--- config.mk ---
export PLATFORM = sky130hd
export DESIGN_NAME = sound_mixer
export DESIGN_NICKNAME = d
export VERILOG_FILES = /design/src/rtl/sound_pkg.sv /design/src/rtl/sound_mixer_mac.sv /design/src/rtl/sound_mixer.sv
export SDC_FILE = /design/constraint.sdc
export NUM_CORES = 1
export LEC_CHECK = 0
export CAP_MARGIN = 20
export CORE_MARGIN = 4
export CORE_UTILIZATION = 30
export CTS_CLUSTER_DIAMETER = 150
export DETAILED_ROUTE_END_ITERATION = 12
export RECOVER_POWER = 50
export SKIP_LAST_GASP = 1
export SYNTH_ARGS = -nofsm -noshare
export SYNTH_HDL_FRONTEND = slang
export SYNTH_HIERARCHICAL = 1
export SYNTH_SLANG_ARGS = --single-unit
--- constraint.sdc ---
create_clock -name CLK -period 12.77 [get_ports CLK]
set_input_delay 3.1925 -clock CLK [delete_from_list [all_inputs] [get_ports CLK]]
set_output_delay 3.1925 -clock CLK [all_outputs]
set_load 0.05 [all_outputs]
--- src/rtl/sound_pkg.sv ---
// Shared definitions for the sound blocks.
//   - mix_state_e : sequencing states of the mixer
//   - sample_t    : signed 16-bit DAC sample
//   - gain_unity(): gain code meaning x1.0 for a given gain width
//   - acc_w()     : accumulator width that cannot overflow for a channel sum
//   - sat_to_out(): clamp a wide signed value to an output width, with clip flag
package sound_pkg;

  localparam int unsigned SAMPLE_W = 16;
  localparam int unsigned SAT_W    = 64;
  localparam logic [7:0]  GAIN_UNITY_8 = 8'h80;

  typedef logic signed [SAMPLE_W-1:0] sample_t;

  typedef enum logic [2:0] {
    StIdle,
    StMac,
    StMaster,
    StSat,
    StOut
  } mix_state_e;

  typedef struct packed {
    logic                    clip;
    logic signed [SAT_W-1:0] val;
  } sat_res_t;

  function automatic int unsigned gain_unity(input int unsigned vol_w);
    return 32'd1 << (vol_w - 1);
  endfunction

  function automatic int unsigned acc_w(input int unsigned in_w, input int unsigned vol_w,
                                        input int unsigned ch_count);
    return in_w + vol_w + 1 + $clog2(ch_count);
  endfunction

  function automatic sat_res_t sat_to_out(input logic signed [SAT_W-1:0] x,
                                          input int unsigned out_w);
    logic signed [SAT_W-1:0] hi;
    logic signed [SAT_W-1:0] lo;
    sat_res_t                r;
    hi = (64'sd1 <<< (out_w - 1)) - 64'sd1;
    lo = -hi - 64'sd1;
    if (x > hi) begin
      r.clip = 1'b1;
      r.val  = hi;
    end else if (x < lo) begin
      r.clip = 1'b1;
      r.val  = lo;
    end else begin
      r.clip = 1'b0;
      r.val  = x;
    end
    return r;
  endfunction

endpackage

--- src/rtl/sound_mixer_mac.sv ---
// Datapath of the mixer: snapshot registers, channel mux, the single shared multiplier and the
// channel accumulator.
// Ports:
//   CLK, RESET   clock, synchronous active-high reset
//   load         capture CH_DATA/CH_VOL/CH_MUTE/MASTER_VOL and clear the accumulator
//   mac_en       add the selected channel's product to the accumulator
//   master_sel   switch multiplier operands to accumulator x master gain
//   ch_idx       channel selected for the multiplier
//   CH_DATA, CH_VOL, CH_MUTE, MASTER_VOL   live inputs (only sampled on load)
//   product      multiplier output (channel term, or acc x master when master_sel)
module sound_mixer_mac
  import sound_pkg::*;
#(
  parameter int unsigned CH_COUNT  = 4,
  parameter int unsigned IN_WIDTH  = 16,
  parameter int unsigned VOL_WIDTH = 8,
  localparam int unsigned ACC_W    = acc_w(IN_WIDTH, VOL_WIDTH, CH_COUNT),
  localparam int unsigned PROD_W   = ACC_W + VOL_WIDTH + 1,
  localparam int unsigned IDX_W    = (CH_COUNT > 1) ? $clog2(CH_COUNT) : 1
) (
  input  logic                          CLK,
  input  logic                          RESET,
  input  logic                          load,
  input  logic                          mac_en,
  input  logic                          master_sel,
  input  logic [IDX_W-1:0]              ch_idx,
  input  logic [CH_COUNT*IN_WIDTH-1:0]  CH_DATA,
  input  logic [CH_COUNT*VOL_WIDTH-1:0] CH_VOL,
  input  logic [CH_COUNT-1:0]           CH_MUTE,
  input  logic [VOL_WIDTH-1:0]          MASTER_VOL,
  output logic signed [PROD_W-1:0]      product
);

  logic [CH_COUNT*IN_WIDTH-1:0]  data_q;
  logic [CH_COUNT*VOL_WIDTH-1:0] vol_q;
  logic [CH_COUNT-1:0]           mute_q;
  logic [VOL_WIDTH-1:0]          master_q;
  logic signed [ACC_W-1:0]       acc_q;

  logic signed [IN_WIDTH-1:0]    data_arr [CH_COUNT];
  logic [VOL_WIDTH-1:0]          vol_arr  [CH_COUNT];

  for (genvar i = 0; i < CH_COUNT; i++) begin : g_unpack
    assign data_arr[i] = data_q[i*IN_WIDTH +: IN_WIDTH];
    assign vol_arr[i]  = vol_q[i*VOL_WIDTH +: VOL_WIDTH];
  end

  logic signed [IN_WIDTH-1:0]  sel_data;
  logic signed [ACC_W-1:0]     op_a;
  logic signed [VOL_WIDTH:0]   op_b;

  always_comb begin
    sel_data = data_arr[ch_idx];
    op_a     = '0;
    op_b     = '0;
    if (master_sel) begin
      op_a = acc_q;
      op_b = $signed({1'b0, master_q});
    end else begin
      // A muted channel feeds zero rather than being skipped, so the cycle count stays fixed.
      if (!mute_q[ch_idx]) begin
        op_a = {{(ACC_W - IN_WIDTH){sel_data[IN_WIDTH-1]}}, sel_data};
      end
      op_b = $signed({1'b0, vol_arr[ch_idx]});
    end
  end

  assign product = $signed({{(PROD_W - ACC_W){op_a[ACC_W-1]}}, op_a}) *
                   $signed({{(PROD_W - VOL_WIDTH - 1){op_b[VOL_WIDTH]}}, op_b});

  always_ff @(posedge CLK) begin
    if (RESET) begin
      data_q   <= '0;
      vol_q    <= '0;
      mute_q   <= '0;
      master_q <= '0;
      acc_q    <= '0;
    end else if (load) begin
      data_q   <= CH_DATA;
      vol_q    <= CH_VOL;
      mute_q   <= CH_MUTE;
      master_q <= MASTER_VOL;
      acc_q    <= '0;
    end else if (mac_en) begin
      // A channel term always fits in ACC_W, so the upper product bits are pure sign.
      acc_q <= acc_q + $signed(product[ACC_W-1:0]);
    end
  end

endmodule

--- src/rtl/sound_mixer.sv ---
// Time-multiplexed audio mixer: per-channel gain, sum, master gain, saturation.
// Optional feature macro: SOUND_MIXER_DC_BLOCK_EN inserts a one-pole DC blocker between the
// master stage and saturation.
// Ports:
//   CLK         system clock
//   RESET       synchronous active-high reset
//   SAMPLE_EN   one-cycle sample strobe
//   CH_DATA     CH_COUNT signed samples, ch0 in LSBs
//   CH_VOL      CH_COUNT unsigned gains (2^(VOL_WIDTH-1) = unity)
//   CH_MUTE     per-channel mute
//   MASTER_VOL  master gain
//   OUT_DATA    mixed signed sample, held between outputs
//   OUT_VALID   one-cycle pulse when OUT_DATA updates
//   CLIP        OUT_DATA was saturated
//   BUSY        a sample is in progress
//   OVERRUN     sticky: strobe arrived while busy
module sound_mixer
  import sound_pkg::*;
#(
  parameter int unsigned CH_COUNT  = 4,
  parameter int unsigned IN_WIDTH  = 16,
  parameter int unsigned VOL_WIDTH = 8,
  parameter int unsigned OUT_WIDTH = 16,
  parameter int unsigned DC_SHIFT  = 10
) (
  input  logic                          CLK,
  input  logic                          RESET,
  input  logic                          SAMPLE_EN,
  input  logic [CH_COUNT*IN_WIDTH-1:0]  CH_DATA,
  input  logic [CH_COUNT*VOL_WIDTH-1:0] CH_VOL,
  input  logic [CH_COUNT-1:0]           CH_MUTE,
  input  logic [VOL_WIDTH-1:0]          MASTER_VOL,
  output logic [OUT_WIDTH-1:0]          OUT_DATA,
  output logic                          OUT_VALID,
  output logic                          CLIP,
  output logic                          BUSY,
  output logic                          OVERRUN
);

  localparam int unsigned ACC_W        = acc_w(IN_WIDTH, VOL_WIDTH, CH_COUNT);
  localparam int unsigned PROD_W       = ACC_W + VOL_WIDTH + 1;
  localparam int unsigned IDX_W        = (CH_COUNT > 1) ? $clog2(CH_COUNT) : 1;
  localparam int unsigned MASTER_SHIFT = 2 * (VOL_WIDTH - 1);
  localparam logic [IDX_W-1:0] LAST_IDX = IDX_W'(CH_COUNT - 1);

  mix_state_e               state_q, state_d;
  logic [IDX_W-1:0]         ch_idx_q, ch_idx_d;
  logic                     load, mac_en, master_sel;
  logic signed [PROD_W-1:0] product;
  logic signed [PROD_W-1:0] m_q;

  sound_mixer_mac #(
    .CH_COUNT  (CH_COUNT),
    .IN_WIDTH  (IN_WIDTH),
    .VOL_WIDTH (VOL_WIDTH)
  ) u_mac (
    .CLK        (CLK),
    .RESET      (RESET),
    .load       (load),
    .mac_en     (mac_en),
    .master_sel (master_sel),
    .ch_idx     (ch_idx_q),
    .CH_DATA    (CH_DATA),
    .CH_VOL     (CH_VOL),
    .CH_MUTE    (CH_MUTE),
    .MASTER_VOL (MASTER_VOL),
    .product    (product)
  );

  // Sequencing
  always_comb begin
    state_d    = state_q;
    ch_idx_d   = ch_idx_q;
    load       = 1'b0;
    mac_en     = 1'b0;
    master_sel = 1'b0;
    unique case (state_q)
      StIdle: begin
        if (SAMPLE_EN) begin
          load     = 1'b1;
          ch_idx_d = '0;
          state_d  = StMac;
        end
      end
      StMac: begin
        mac_en = 1'b1;
        if (ch_idx_q == LAST_IDX) begin
          state_d = StMaster;
        end else begin
          ch_idx_d = ch_idx_q + 1'b1;
        end
      end
      StMaster: begin
        master_sel = 1'b1;
        state_d    = StSat;
      end
      StSat:   state_d = StOut;
      StOut:   state_d = StIdle;
      default: state_d = StIdle;
    endcase
  end

  // Saturation input: either m directly or the DC-blocked m
  logic signed [SAT_W-1:0] sat_in;
  sat_res_t                sat_r;

`ifdef SOUND_MIXER_DC_BLOCK_EN
  localparam int unsigned DC_W = ACC_W + VOL_WIDTH + 2;

  logic signed [DC_W-1:0] x_prev_q, y_prev_q;
  logic signed [DC_W-1:0] m_ext, y_d;

  assign m_ext  = {{(DC_W - PROD_W){m_q[PROD_W-1]}}, m_q};
  // m_q and the history are stable through SAT and OUT, so y_d is the same value in both.
  assign y_d    = m_ext - x_prev_q + y_prev_q - (y_prev_q >>> DC_SHIFT);
  assign sat_in = {{(SAT_W - DC_W){y_d[DC_W-1]}}, y_d};

  always_ff @(posedge CLK) begin
    if (RESET) begin
      x_prev_q <= '0;
      y_prev_q <= '0;
    end else if (state_q == StOut) begin
      x_prev_q <= m_ext;
      y_prev_q <= y_d;
    end
  end
`else
  assign sat_in = {{(SAT_W - PROD_W){m_q[PROD_W-1]}}, m_q};

  logic unused_dc_shift;
  assign unused_dc_shift = ^DC_SHIFT;
`endif

  always_comb begin
    sat_r = sat_to_out(sat_in, OUT_WIDTH);
  end

  logic unused_sat_hi;
  assign unused_sat_hi = ^sat_r.val[SAT_W-1:OUT_WIDTH];

  always_ff @(posedge CLK) begin
    if (RESET) begin
      state_q  <= StIdle;
      ch_idx_q <= '0;
      m_q      <= '0;
      OUT_DATA <= '0;
      CLIP     <= 1'b0;
      OVERRUN  <= 1'b0;
    end else begin
      state_q  <= state_d;
      ch_idx_q <= ch_idx_d;
      if (state_q == StMaster) begin
        // Arithmetic shift: floor rounding, and exact zero when either gain is zero.
        m_q <= product >>> MASTER_SHIFT;
      end
      // Registered on the SAT->OUT edge so OUT_DATA/CLIP change together with OUT_VALID.
      if (state_q == StSat) begin
        OUT_DATA <= sat_r.val[OUT_WIDTH-1:0];
        CLIP     <= sat_r.clip;
      end
      if (SAMPLE_EN && (state_q != StIdle)) begin
        OVERRUN <= 1'b1;
      end
    end
  end

  assign OUT_VALID = (state_q == StOut);
  assign BUSY      = (state_q != StIdle);

endmodule
Word-level counts from Yosys, hierarchy flattened
Cells that the tools add are included.
{"block": "word_totals", "reg_bits": 180, "output_inout_bits": 20, "wordCells": 57}
{"block": "classes", "addsub": 2, "multipliers": 1, "n_lt_le_gt_ge": 4, "n_eq_ne": 8, "mux": 23, "n_bitwise": 1, "n_reduce_logical": 7}
{"cell": "$mux W65", "n": 2}
{"cell": "$mux W27", "n": 2}
{"cell": "$mul A27 B9 Y36", "n": 1}
{"cell": "$bmux W16 S2", "n": 1}
{"cell": "$mux W16", "n": 2}
{"cell": "$add A27 B27 Y27", "n": 1}
{"cell": "$mux W8", "n": 3}
{"cell": "$gt A22 B16 Y1 const B", "n": 1}
{"cell": "$lt A22 B16 Y1 const B", "n": 1}
{"cell": "$bmux W8 S2", "n": 1}
{"cell": "$pmux W3 S4", "n": 1}
{"cell": "$eq A3 B2 Y1 const B", "n": 2}
{"cell": "$mux W3", "n": 2}
{"cell": "$ne A2 B2 Y1 const B", "n": 3}
{"cell": "$mux W1", "n": 5}
{"cell": "$mux W2", "n": 2}
{"cell": "$pmux W2 S2", "n": 1}
{"cell": "$eq A3 B1 Y1 const B", "n": 1}
{"cell": "$eq A3 B3 Y1 const B", "n": 1}
{"cell": "$ge A3 B3 Y1 const B", "n": 1}
{"cell": "$logic_not A3 Y1", "n": 1}
{"cell": "$lt A2 B3 Y1 const B", "n": 1}
{"cell": "$not A2 Y3", "n": 1}
{"cell": "$reduce_and A3 Y1", "n": 1}
{"cell": "8 further kinds", "n": 8}

Depth between registers and ports, before layout
{"block": "depth", "ltp_word": 8, "ltp_mapped": 38, "depth_no_buf": 32}

Modules after synthesis
The synthesis kept the hierarchy.
{"mod": "sound_mixer_mac", "n_inst": 1, "cells_each": 1623, "area_per_inst_um2": 14157.3}
{"mod": "sound_mixer", "n_inst": 1, "cells_each": 212, "area_per_inst_um2": 1845.5}

Least setup slack after synthesis
OpenSTA, ideal clock, no wires.
{"block": "synth_path", "path_kind": "flip-flop to flip-flop", "from": "reg ch_idx_q[1]", "to": "reg u_mac.acc_q[26]", "setup_ns": 0.115, "arrival_ns": 8.038, "setup_slack_ns": 4.617, "path_stages_with_launch": 34, "path_buffers": 4, "cell_sequence": "dfxtp_1 clkbuf_1 clkbuf_1 buf_1 mux4_2 nand2_1 nand2_1 clkbuf_1 nand2_1 fa_1 inv_1 fa_1 fa_1 inv_1 fa_1 inv_1 ha_1 a21o_1 a221o_1 a21o_1 and2_2 or3_1 a21o_1 a21oi_1 xnor2_1 ha_1 a21oi_1 nand3_1 o21ai_0 a211oi_1 a2111oi_0 nand3b_1 xnor2_1 nor2_1"}
{"block": "synth_between", "elab_chain_len": 8, "word_cells_on_any_way": 14}
{"element": "from (decl)", "line_no": "sound_mixer.sv:47", "text": "logic [IDX_W-1:0] ch_idx_q, ch_idx_d;"}
{"element": "from (signal assigned)", "line_no": "sound_mixer.sv:151", "text": "ch_idx_q <= ch_idx_d;"}
{"element": "$not A2 Y3 (implied by the code)", "line_no": "sound_mixer_mac.sv:53, sound_mixer_mac.sv:64"}
{"element": "$bmux W16 S2", "line_no": "sound_mixer_mac.sv:53", "text": "sel_data = data_arr[ch_idx];"}
{"element": "$mux W16 (implied by the code) (2 in series)", "line_no": "sound_mixer_mac.sv:53"}
{"element": "$mux W27", "line_no": "sound_mixer_mac.sv:61", "text": "if (!mute_q[ch_idx]) begin"}
{"element": "$mux W27", "line_no": "sound_mixer_mac.sv:56", "text": "if (master_sel) begin"}
{"element": "$mul A27 B9 Y36 *", "line_no": "sound_mixer_mac.sv:68", "text": "assign product = $signed({{(PROD_W - ACC_W){op_a[ACC_W-1]}}, op_a}) *"}
{"element": "via product[20]", "line_no": "sound_mixer.sv:49", "text": "logic signed [PROD_W-1:0] product;"}
{"element": "$add A27 B27 Y27 *", "line_no": "sound_mixer_mac.sv:86", "text": "acc_q <= acc_q + $signed(product[ACC_W-1:0]);"}
{"element": "to (signal assigned)", "line_no": "sound_mixer_mac.sv:86"}
{"element": "to (decl)", "line_no": "sound_mixer_mac.sv:38", "text": "logic signed [ACC_W-1:0] acc_q;"}
The timed path passes the listed nets; every way through them passes the cells marked *. The select of a mux whose other input is x is not followed.
A chain may end at the register's enable or synchronous reset.

Worst setup path after layout
{"block": "layout_path", "from": "reg state_q[0]", "to": "reg u_mac.acc_q[26]"}
{"block": "layout_between", "elab_chain_len": 5, "word_cells_on_any_way": 11}
{"element": "from (decl)", "line_no": "sound_mixer.sv:46", "text": "mix_state_e state_q, state_d;"}
{"element": "from (signal assigned)", "line_no": "sound_mixer.sv:143", "text": "state_q <= StIdle;"}
{"element": "from (signal assigned)", "line_no": "sound_mixer.sv:150", "text": "state_q <= state_d;"}
{"element": "$eq A3 B2 Y1 *", "line_no": "sound_mixer.sv:77", "text": "unique case (state_q)"}
{"element": "$mux W1 *", "line_no": "sound_mixer.sv:77"}
{"element": "$mux W27 / $mux W8 (equally long branches)", "line_no": "sound_mixer_mac.sv:56"}
{"element": "$mul A27 B9 Y36 *", "line_no": "sound_mixer_mac.sv:68"}
{"element": "via product[20]", "line_no": "sound_mixer.sv:49"}
{"element": "$add A27 B27 Y27 *", "line_no": "sound_mixer_mac.sv:86"}
The timed path passes the listed nets; every way through them passes the cells marked *.

==> results_dict.tcl <==
set metrics [dict create \
    fin_crit_sh_pct 77.8 \
    path_clk_slew_ps 70 \
    yosys-top-cells-area "dfxtp_1 (23%), fa_1 (21%), mux2i_1 (8.7%)" \
    synth-warning-count 6 \
    htreeDepth 4 \
    vias 12500 \
    avgRoutedWirePerCell_microns 15.7 \
    grt_overflow 0 \
    criticalPathCategory "reg2reg" \
    critPathRequiredTime_ps 13090 \
    numCtsBuffers 17 \
    worstMarginPinSlew_ps 3630 \
    io_pins 131 \
    grt_pass1_vias 12800 \
    nNetsFinal 2291 \
    status "complete, but fails checks" \
    rsz0062_at_grt "false" \
    drive_gt1_share_pct 5.04 \
    start_util_pct 30.4 \
    portBuffers 130 \
    remaining_drc_errors 0 \
    maxSlewViolCount 158 \
    cp_slowest_cell "or3b_1" \
    fin_crit_ps 9930 \
    setup_violations 0 \
    synth_top_area_share_pct 22.5 \
    synth_seq_area_share_pct 22.5 \
    final_cell_mix "nor2_1 (246), nand2_1 (236), inv_1 (233), dfxtp_1 (178), fa_1 (169)" \
    maxSlewHeadroom_pct -142 \
    synth_cell_types 67 \
    path_buf_inv 5 \
    skew_ps 12.2 \
    min_path_type "reg2reg" \
    rows 84 \
    cts_setup_buffers 0 \
    synth-seq-cells 180 \
    die_w_microns 239 \
    synth.avg_cell_area_sq_um 8.72 \
    grt_pass1_wl_microns 67700 \
    hold_viol 0 \
    stdcell_area_sq_mm 0.0185 \
    critPathLaunchType "register" \
    grt_max_degree 84 \
    vdd_drop_max_mv 0.0849 \
    p_leak_uw 0.00837 \
    dpl_cell_area_sq_mm 0.0179 \
    cts_tree "done" \
    synth-edff-count 0 \
    cap_violations 2 \
    yosys.area.top_type "dfxtp_1" \
    powerDensity_mw_per_mm2 82.3 \
    path_max_fanout 65 \
    fmax_mhz 101 \
    tns_ps 0 \
    post-dp-hpwl_microns 32300 \
    die_h_microns 239 \
    via_per_inst 4.79 \
    crit_family "adder cells" \
    clockBufferDepth 2 \
    synthFlopType "dfxtp_1" \
    violations "max-capacitance violations, max-slew violations" \
    die_area_sq_mm 0.0571 \
    cpMostUsedCell "fa_1" \
    post_cts_resize_count 0 \
    n_antenna_cell 0 \
    end_kind "register" \
    wl_microns 41000 \
    coreArea_sq_mm 0.0527 \
    p_total_uw 1520 \
    final_common_cell "nor2_1" \
    ant_nets 0 \
    synth_nets 2215 \
    dr.pass1.iters 5 \
    hold_buffers 0 \
    syn-instance-count 1835 \
    routabilityCongestion 0.878 \
    fin_util_pct 35.1 \
    hold_slack_ps 459 \
    grt_usage_pct 14.6 \
    syn_area_sq_mm 0.0160 \
    async_flop_share_pct 0 \
    cts_root_buffer "clkbuf_16" \
    drt-initial-drc-count 736 \
    max_stage_delay_ps 710 \
    clock_sinks 180 \
    worst-endpoint-arrival_ps 10250 \
    antenna_found_initial 0 \
    syn2layout_area_growth_pct 15.5 \
    insertion_delay_ps 460 \
]
flip-flops by register name, indices dropped and copies added (netlist names):
signal,count
CLIP,1
OUT_DATA,16
OVERRUN,1
ch_idx_q,2
m_q,22
state_q,3
u_mac/acc_q,27
u_mac/data_q,64
u_mac/master_q,8
u_mac/mute_q,4
u_mac/vol_q,32
cell families (layout without fill, tap and decap cells):
| family | count (synthesis) | count (layout) | synth area share, % |
|---|---|---|---|
| simple gates | 578 | 578 | 15.1 |
| buf+inv | 318 | 407 | 7.84 |
| fa+ha+maj | 269 | 269 | 29.0 |
| compound gates | 269 | 269 | 10.8 |
| flops | 180 | 180 | 22.5 |
| mux | 165 | 165 | 11.7 |
| xor+xnor | 56 | 56 | 3.06 |
stage by stage:
step,std cells,worst slack (ps)
final,2612,2840
after global routing,2612,2110
after CTS,2611,2870
after detailed placement,2579,2900
after global placement,2579,3100
after floorplan,1835,4620
area by class of cell:
cell class              count  area, sq um
well taps                 688          861
flip-flops and latches    180         3610
fillers                  5340        34200
inverters                 235          887
repair buffers            140         1370
multi-input cells        1337        11200
clock inverters            14          168
clock buffers              18          429
cells in the mapped netlist (all sizes together) (4+ instances only):
master and instances:
a211oi 8, a21o 21, a21oi 110, a221oi 16, and2 12, and3 7
buf 25, clkbuf 58, dfxtp 180, fa 169, ha 100, inv 234
mux2 9, mux2i 139, mux4 17, nand2 236, nand2b 18, nand3 10
nand4 4, nor2 247, nor2b 16, nor3 9, nor3b 5, o21a 13
o21ai 46, o21bai 9, o31a 6, o31ai 10, or2 4, or3 4
xnor2 39, xor2 17
power breakdown:
| part | switching, uW | internal (uW) | total [uW] |
|---|---|---|---|
| Sequential | 16.1 | 586 | 602 |
| Clock | 269 | 279 | 548 |
| Combinational | 213 | 158 | 371 |
per-layer routing:
metal | wire length (microns) | vias to the layer above | track usage [%]
met4 | 801 | 0 | 4.18
met1 | 19400 | 6052 | 20.2
met3 | 2280 | 49 | 3.11
met2 | 18500 | 309 | 23.1
li1 | - | 6112 | -
met5 | 0 | - | 0
worst reg2reg max path: cells and delay by family, from the launching register on:
| family | cells | cell delay, ps |
|---|---|---|
| flip-flops | 1 | 520 |
| AO/OA/AOI/OAI | 9 | 2070 |
| buffers and inverters | 5 | 1400 |
| XOR/XNOR | 2 | 340 |
| AND/OR/NAND/NOR | 9 | 2710 |
| adder cells (fa/ha/maj) | 6 | 2740 |
path summary, 6_finish.rpt:
check,startpoint,to,slack (ps),cells after the start
worst min-delay path,m_q[13],m_q[13],460,2
worst max-delay path,state_q[0],u_mac/acc_q[26],2840,31
worst max register to register,state_q[0],u_mac/acc_q[26],2840,31
worst min register to register,m_q[13],m_q[13],460,2
Power figures use the tool's default switching activity.
